**config.mk**
```make
export PLATFORM = sky130hd
export DESIGN_NAME = ex_wb_pipe_reg
export DESIGN_NICKNAME = d
export VERILOG_FILES = /design/src/rtl/pipe_pkg.sv /design/src/rtl/pipe_stage.sv /design/src/rtl/ex_wb_pipe_reg.sv
export SDC_FILE = /design/constraint.sdc
export NUM_CORES = 1
export LEC_CHECK = 0
export CAP_MARGIN = 30
export CORE_MARGIN = 5
export CORE_UTILIZATION = 38
export DETAILED_ROUTE_END_ITERATION = 12
export PLACE_DENSITY = 0.84
export SYNTH_ARGS = -nofsm -noshare
export SYNTH_HDL_FRONTEND = slang
export SYNTH_HIERARCHICAL = 1
export SYNTH_SLANG_ARGS = --single-unit
```
**constraint.sdc**
```tcl
create_clock -name Clk -period 1.9 [get_ports Clk]
set_clock_uncertainty 0.15 [all_clocks]
set_input_delay 0.19 -clock Clk [delete_from_list [all_inputs] [get_ports Clk]]
set_output_delay 0.19 -clock Clk [all_outputs]
set_load 0.05 [all_outputs]
```
**src/rtl/pipe_pkg.sv**
```systemverilog
// Purpose: shared constants and stage record for the EX->WB pipeline register.
// Latency: n/a (declarations only).
// Backpressure: n/a.
package pipe_pkg;

  // Default widths used when the pipeline register is not overridden.
  localparam int DEF_DATA_W = 8;
  localparam int DEF_REG_AW = 3;

  // Deepest retiming chain supported between EX and WB.
  localparam int MAX_DEPTH  = 4;

  // One in-flight writeback record at the default widths.
  typedef struct packed {
    logic                  valid;
    logic                  regwrite;
    logic [DEF_REG_AW-1:0] reg_num;
    logic [DEF_DATA_W-1:0] data;
  } stage_t;

endpackage

```
**src/rtl/pipe_stage.sv**
```systemverilog
// Purpose: one EX->WB stage register holding valid/regwrite/reg_num/data.
// Latency: 1 cycle from d to q.
// Backpressure: hold_i freezes contents; clear_i loads a bubble and wins over hold_i.
//
// Ports:
//   clk_i, rst_ni              clock, async active-low reset
//   hold_i, clear_i            freeze / bubble-insert controls
//   valid_i..data_i            incoming record
//   valid_o..data_o            registered record
module pipe_stage
  import pipe_pkg::*;
#(
  parameter int DATA_W = DEF_DATA_W,
  parameter int REG_AW = DEF_REG_AW
) (
  input  logic              clk_i,
  input  logic              rst_ni,
  input  logic              hold_i,
  input  logic              clear_i,
  input  logic              valid_i,
  input  logic              regwrite_i,
  input  logic [REG_AW-1:0] reg_num_i,
  input  logic [DATA_W-1:0] data_i,
  output logic              valid_o,
  output logic              regwrite_o,
  output logic [REG_AW-1:0] reg_num_o,
  output logic [DATA_W-1:0] data_o
);

  logic              valid_q,    valid_d;
  logic              regwrite_q, regwrite_d;
  logic [REG_AW-1:0] reg_num_q,  reg_num_d;
  logic [DATA_W-1:0] data_q,     data_d;

  always_comb begin
    valid_d    = valid_q;
    regwrite_d = regwrite_q;
    reg_num_d  = reg_num_q;
    data_d     = data_q;
    if (clear_i) begin
      // A killed instruction must vanish even while the pipe is held.
      valid_d    = 1'b0;
      regwrite_d = 1'b0;
      reg_num_d  = '0;
      data_d     = '0;
    end else if (!hold_i) begin
      valid_d    = valid_i;
      regwrite_d = regwrite_i;
      reg_num_d  = reg_num_i;
      data_d     = data_i;
    end
  end

  always_ff @(posedge clk_i or negedge rst_ni) begin
    if (!rst_ni) begin
      valid_q    <= 1'b0;
      regwrite_q <= 1'b0;
      reg_num_q  <= '0;
      data_q     <= '0;
    end else begin
      valid_q    <= valid_d;
      regwrite_q <= regwrite_d;
      reg_num_q  <= reg_num_d;
      data_q     <= data_d;
    end
  end

  assign valid_o    = valid_q;
  assign regwrite_o = regwrite_q;
  assign reg_num_o  = reg_num_q;
  assign data_o     = data_q;

endmodule

```
**src/rtl/ex_wb_pipe_reg.sv**
```systemverilog
// Purpose: DEPTH-stage EX->WB pipeline register with stall, flush and operand forwarding.
// Latency: DEPTH cycles input-to-EX_WB_*; forwarding is combinational from stage state.
// Backpressure: Stall holds every stage; Flush turns stage 0 into a bubble (older stages still obey Stall).
//
// Ports:
//   Clk, Reset                               clock, async active-low reset
//   Stall, Flush                             pipeline controls
//   ID_EX_*, ALUResult                       incoming instruction
//   Rs1_Num, Rs2_Num                         EX-stage source operands for lookup
//   EX_WB_*                                  oldest stage, drives register-file write
//   Fwd1_Hit/Data, Fwd2_Hit/Data             youngest matching in-flight write per operand
module ex_wb_pipe_reg
  import pipe_pkg::*;
#(
  parameter int DATA_W             = DEF_DATA_W,
  parameter int REG_AW             = DEF_REG_AW,
  parameter int DEPTH              = 1,
  parameter int ZERO_REG_HARDWIRED = 0
) (
  input  logic              Clk,
  input  logic              Reset,
  input  logic              Stall,
  input  logic              Flush,
  input  logic              ID_EX_Valid,
  input  logic              ID_EX_RegWrite,
  input  logic [REG_AW-1:0] ID_EX_Write_Reg_Num,
  input  logic [DATA_W-1:0] ALUResult,
  input  logic [REG_AW-1:0] Rs1_Num,
  input  logic [REG_AW-1:0] Rs2_Num,
  output logic              EX_WB_Valid,
  output logic              EX_WB_RegWrite,
  output logic [REG_AW-1:0] EX_WB_Write_Reg_Num,
  output logic [DATA_W-1:0] EX_WB_ALUResult,
  output logic              Fwd1_Hit,
  output logic [DATA_W-1:0] Fwd1_Data,
  output logic              Fwd2_Hit,
  output logic [DATA_W-1:0] Fwd2_Data
);

  if (DEPTH < 1 || DEPTH > MAX_DEPTH) begin : g_bad_depth
    $error("ex_wb_pipe_reg: DEPTH must be within 1..4");
  end
  if (DATA_W < 1 || REG_AW < 1) begin : g_bad_width
    $error("ex_wb_pipe_reg: DATA_W and REG_AW must be at least 1");
  end

  logic              st_valid [DEPTH];
  logic              st_rw    [DEPTH];
  logic [REG_AW-1:0] st_rn    [DEPTH];
  logic [DATA_W-1:0] st_data  [DEPTH];

  for (genvar k = 0; k < DEPTH; k++) begin : g_stage
    logic              in_valid;
    logic              in_rw;
    logic [REG_AW-1:0] in_rn;
    logic [DATA_W-1:0] in_data;
    logic              clr;

    if (k == 0) begin : g_head
      assign in_valid = ID_EX_Valid;
      // Mask on entry so a bubble can never carry a write enable downstream.
      assign in_rw    = ID_EX_RegWrite & ID_EX_Valid;
      assign in_rn    = ID_EX_Write_Reg_Num;
      assign in_data  = ALUResult;
      assign clr      = Flush;
    end else begin : g_body
      assign in_valid = st_valid[k-1];
      assign in_rw    = st_rw[k-1];
      assign in_rn    = st_rn[k-1];
      assign in_data  = st_data[k-1];
      assign clr      = 1'b0;
    end

    pipe_stage #(
      .DATA_W (DATA_W),
      .REG_AW (REG_AW)
    ) u_stage (
      .clk_i      (Clk),
      .rst_ni     (Reset),
      .hold_i     (Stall),
      .clear_i    (clr),
      .valid_i    (in_valid),
      .regwrite_i (in_rw),
      .reg_num_i  (in_rn),
      .data_i     (in_data),
      .valid_o    (st_valid[k]),
      .regwrite_o (st_rw[k]),
      .reg_num_o  (st_rn[k]),
      .data_o     (st_data[k])
    );
  end

  assign EX_WB_Valid         = st_valid[DEPTH-1];
  assign EX_WB_RegWrite      = st_valid[DEPTH-1] & st_rw[DEPTH-1];
  assign EX_WB_Write_Reg_Num = st_rn[DEPTH-1];
  assign EX_WB_ALUResult     = st_data[DEPTH-1];

  // Walk oldest to youngest so the youngest qualifying stage overwrites
  // any older match and ends up as the forwarded value.
  always_comb begin
    Fwd1_Hit  = 1'b0;
    Fwd1_Data = '0;
    Fwd2_Hit  = 1'b0;
    Fwd2_Data = '0;
    for (int k = DEPTH - 1; k >= 0; k--) begin
      if (st_valid[k] && st_rw[k] && (st_rn[k] == Rs1_Num)) begin
        Fwd1_Hit  = 1'b1;
        Fwd1_Data = st_data[k];
      end
      if (st_valid[k] && st_rw[k] && (st_rn[k] == Rs2_Num)) begin
        Fwd2_Hit  = 1'b1;
        Fwd2_Data = st_data[k];
      end
    end
    if (ZERO_REG_HARDWIRED != 0) begin
      if (Rs1_Num == '0) begin
        Fwd1_Hit  = 1'b0;
        Fwd1_Data = '0;
      end
      if (Rs2_Num == '0) begin
        Fwd2_Hit  = 1'b0;
        Fwd2_Data = '0;
      end
    end
  end

endmodule

```
==> results.sh <==
export IMPL_yosysTopAreaCell="dfrtp_1"
export IMPL_numClockSinks=13
export IMPL_routed_wl_um=4240
export IMPL_r2r_end="g_stage[0].u_stage/reg_num_o[2]"
export IMPL_ant_nets=0
export IMPL_cts_hold_buf=0
export IMPL_worstMarginPinSlew_ps=592.4
export IMPL_fmax_mhz=479.7
export IMPL_grt_pass1_vias=1076
export IMPL_ioPinCount=54
export IMPL_r2r_setup_slack_ps=690
export IMPL_p_sw_mw=0.3606
export IMPL_end_kind="primary output"
export IMPL_avgRoutedWirePerCell_um=25.09
export IMPL_cts_tree="built"
export IMPL_r2r_start="g_stage[0].u_stage/reg_num_o[2]"
export IMPL_synth_area_leaders="dfrtp_1 40%, mux2i_1 16%, nor4_1 14%"
export IMPL_final_max_slew_viol_count=0
export IMPL_fp_dieW_um=56.26
export IMPL_p_comb_share_pct=44.7
export IMPL_num_rows=16
export IMPL_setup_viol=19
export IMPL_p_clk_share_pct=19.7
export IMPL_setup_ws_ps=-184.5
export IMPL_finalCritPeriodShare_pct=109.7
export IMPL_clock_root_buffer="clkbuf_4"
export IMPL_p_int_mw=0.5447
export IMPL_finalHoldViolCount=0
export IMPL_crit_fanout=9
export IMPL_htreeDepth=1
export IMPL_port_buffers=53
export IMPL_via_per_inst=5.888
export IMPL_yosysSeqAreaShare_pct=40.00
export IMPL_ys_types=13
export IMPL_ys_warn_count=6
export IMPL_fp_dieH_um=56.26
export IMPL_antenna_cells=0
export IMPL_max_slew_margin_pct=60.38
export IMPL_grt_usage_pct=27.60
export IMPL_dp_hpwl_um=2188
export IMPL_grt_busiest_layer="met2"
export IMPL_vdd_drop_max_mv=0.6389
export IMPL_drv_cap=0
export IMPL_grt_pass1_wl_um=6472
export IMPL_utilization_pct=95.56
export IMPL_die_area_um2=3165
export IMPL_antenna_found_initial=0
export IMPL_power_mw=0.9053
export IMPL_clk_insertion_delay_late_ps=290
export IMPL_reg2reg_depth=3
export IMPL_violations="negative setup slack"
export IMPL_synth_top_area_share_pct=40.00
export IMPL_syn_instance_count=79
export IMPL_hp_class="input port to asynchronous set/reset pin"
export IMPL_status="finished with violations"
export IMPL_required_ps=1560
export IMPL_area_growth_syn_to_layout_pct=135.2
export IMPL_timing_worst_setup_path_type="flip-flop to primary output"
export IMPL_gp_congestion=0.7386
export IMPL_num_vias=995
export IMPL_fin_crit_ps=2085
export IMPL_ys_ff_latch=13
export IMPL_cellPowerDensity_nw_per_um2=473.2
export IMPL_grt_start_max_net_pins=14
export IMPL_met3_usage_pct=5.275
export IMPL_syn_area_um2=813.3
export IMPL_drcViolationCount=0
export IMPL_seqPwrFrac_pct=35.6
export IMPL_coreArea_um2=2002
export IMPL_switching_share_pct=39.83
export IMPL_grt_use_met1_pct=33.67
export IMPL_dr_pass1_iters=4
export IMPL_met2_usage_pct=48.91
export IMPL_path_clk_slew_ps=80
export IMPL_clock_path_buffers=2
export IMPL_p_leak_nw=0.7176
export IMPL_cp_start_kind="flip-flop"
export IMPL_cts_buffers=3
export IMPL_drt_iter0_markers=36
export IMPL_arrival_ps=1740
export IMPL_start_util_pct=40.62
export IMPL_overflow=0
export IMPL_nets=166
export IMPL_syn_nets=102
export IMPL_drive_above_1_share_pct=52.11
export IMPL_synth_avg_cell_area_um2=10.29
export IMPL_rsz0062_at_grt="true"
critical path: stages, from the launching register on:
cell	delay (ps)
dfrtp_4	490
buf_6	150
xor2_4	160
buf_12	170
nor4_4	280
buf_6	210
cells by family after synthesis:
| group | share of synthesized area (%) |
|---|---|
| xor gates and xnor gates | 12.00 |
| and+or+nand+nor | 26.00 |
| muxes | 16.00 |
| buffers and inverters | 5.999 |
| DFF | 40.00 |
worst max-delay path by stage:
stage | startpoint | end | slack, ps | cells past startpoint
6_report | g_stage[0].u_stage/reg_num_o[1] | Fwd2_Data[3] | -180 | 5
5_1_grt | g_stage[0].u_stage/reg_num_o[1] | Fwd2_Data[3] | -250 | 5
4_1_cts | g_stage[0].u_stage/reg_num_o[2] | Fwd2_Data[0] | -110 | 4
3_5_place_dp | Rs1_Num[1] | Fwd1_Data[4] | -190 | 5
3_3_place_gp | Rs1_Num[1] | Fwd1_Data[4] | -180 | 5
2_1_floorplan | g_stage[0].u_stage/reg_num_o[2] | Fwd2_Data[1] | -5 | 2
through the flow:
stage	setup slack (ps)	area, um^2	hold slack [ps]	cells	TNS (ps)
finish	-184.5	1913	123.6	169	-1902
global route	-248.5	1913	144.9	169	-2971
detailed placement	-186.1	1683	391.8	157	-1563
global placement	-178.0	1683	381.7	157	-1182
CTS	-113.0	1912	134.3	169	-1248
floorplan	-4.583	1180	-255.6	79	-29.48
what timing repair did:
item,in CTS,in global routing
buffers inserted,8,1
endpoints found under the hold margin,0,0
endpoints found under the setup margin,18,18
gates resized for setup,18,1
gates cloned,0,0
pin swaps,9,0
power groups by stage:
stage | clock network [mW] | logic (mW) | registers (mW)
2_1_floorplan | 0 | 0.163 | 0.372
3_3_place_gp | 0 | 0.308 | 0.324
3_5_place_dp | 0 | 0.314 | 0.325
4_1_cts | 0.175 | 0.385 | 0.318
5_1_grt | 0.197 | 0.418 | 0.323
6_report | 0.178 | 0.404 | 0.322
sequential cells by signal (all words and copies together) (netlist names):
register and flops:
g_stage.u_stage/reg_num_o 3, g_stage.u_stage/regwrite_o 1, g_stage.u_stage/valid_o 1, g_stage.u_stage/data_o 8
cells in the final DEF, fill, tap and decap left out:
cell	Yosys	layout
buf_4	0	8
inv_1	1	1
clkbuf_4	0	3
buf_12	1	8
nand2_1	1	1
nor2_1	13	13
mux2i_1	13	13
clkbuf_1	1	1
xor2_4	0	6
and2_1	1	1
nand3_1	8	8
dfrtp_2	0	10
dfrtp_4	0	3
buf_6	1	18
nor4_4	0	18
clkdlybuf4s50_1	0	30
area by class of cell:
class                           count  area (um^2)
Tap cell                           27        33.78
Timing Repair Buffer               64        723.2
Clock buffer                        4        26.28
Multi-Input combinational cell     60        777.0
Inverter                            1        3.754
Sequential cell                    13        349.1
Fill cell                          39        88.84
cell usage after synthesis, drive strengths merged:
cell type and number:
and2 1, buf 4, clkbuf 1, dfrtp 13, inv 1, mux2i 13, nand2 1, nand3 8
nor2 13, nor4 18, xor2 6
metal layers:
| metal | wire, um | vias to the layer above |
|---|---|---|
| met4 | 139 | 0 |
| li1 | - | 417 |
| met5 | 0 | - |
| met2 | 2179 | 74 |
| met3 | 344 | 10 |
| met1 | 1576 | 494 |
(Power assumes the default switching activity.)
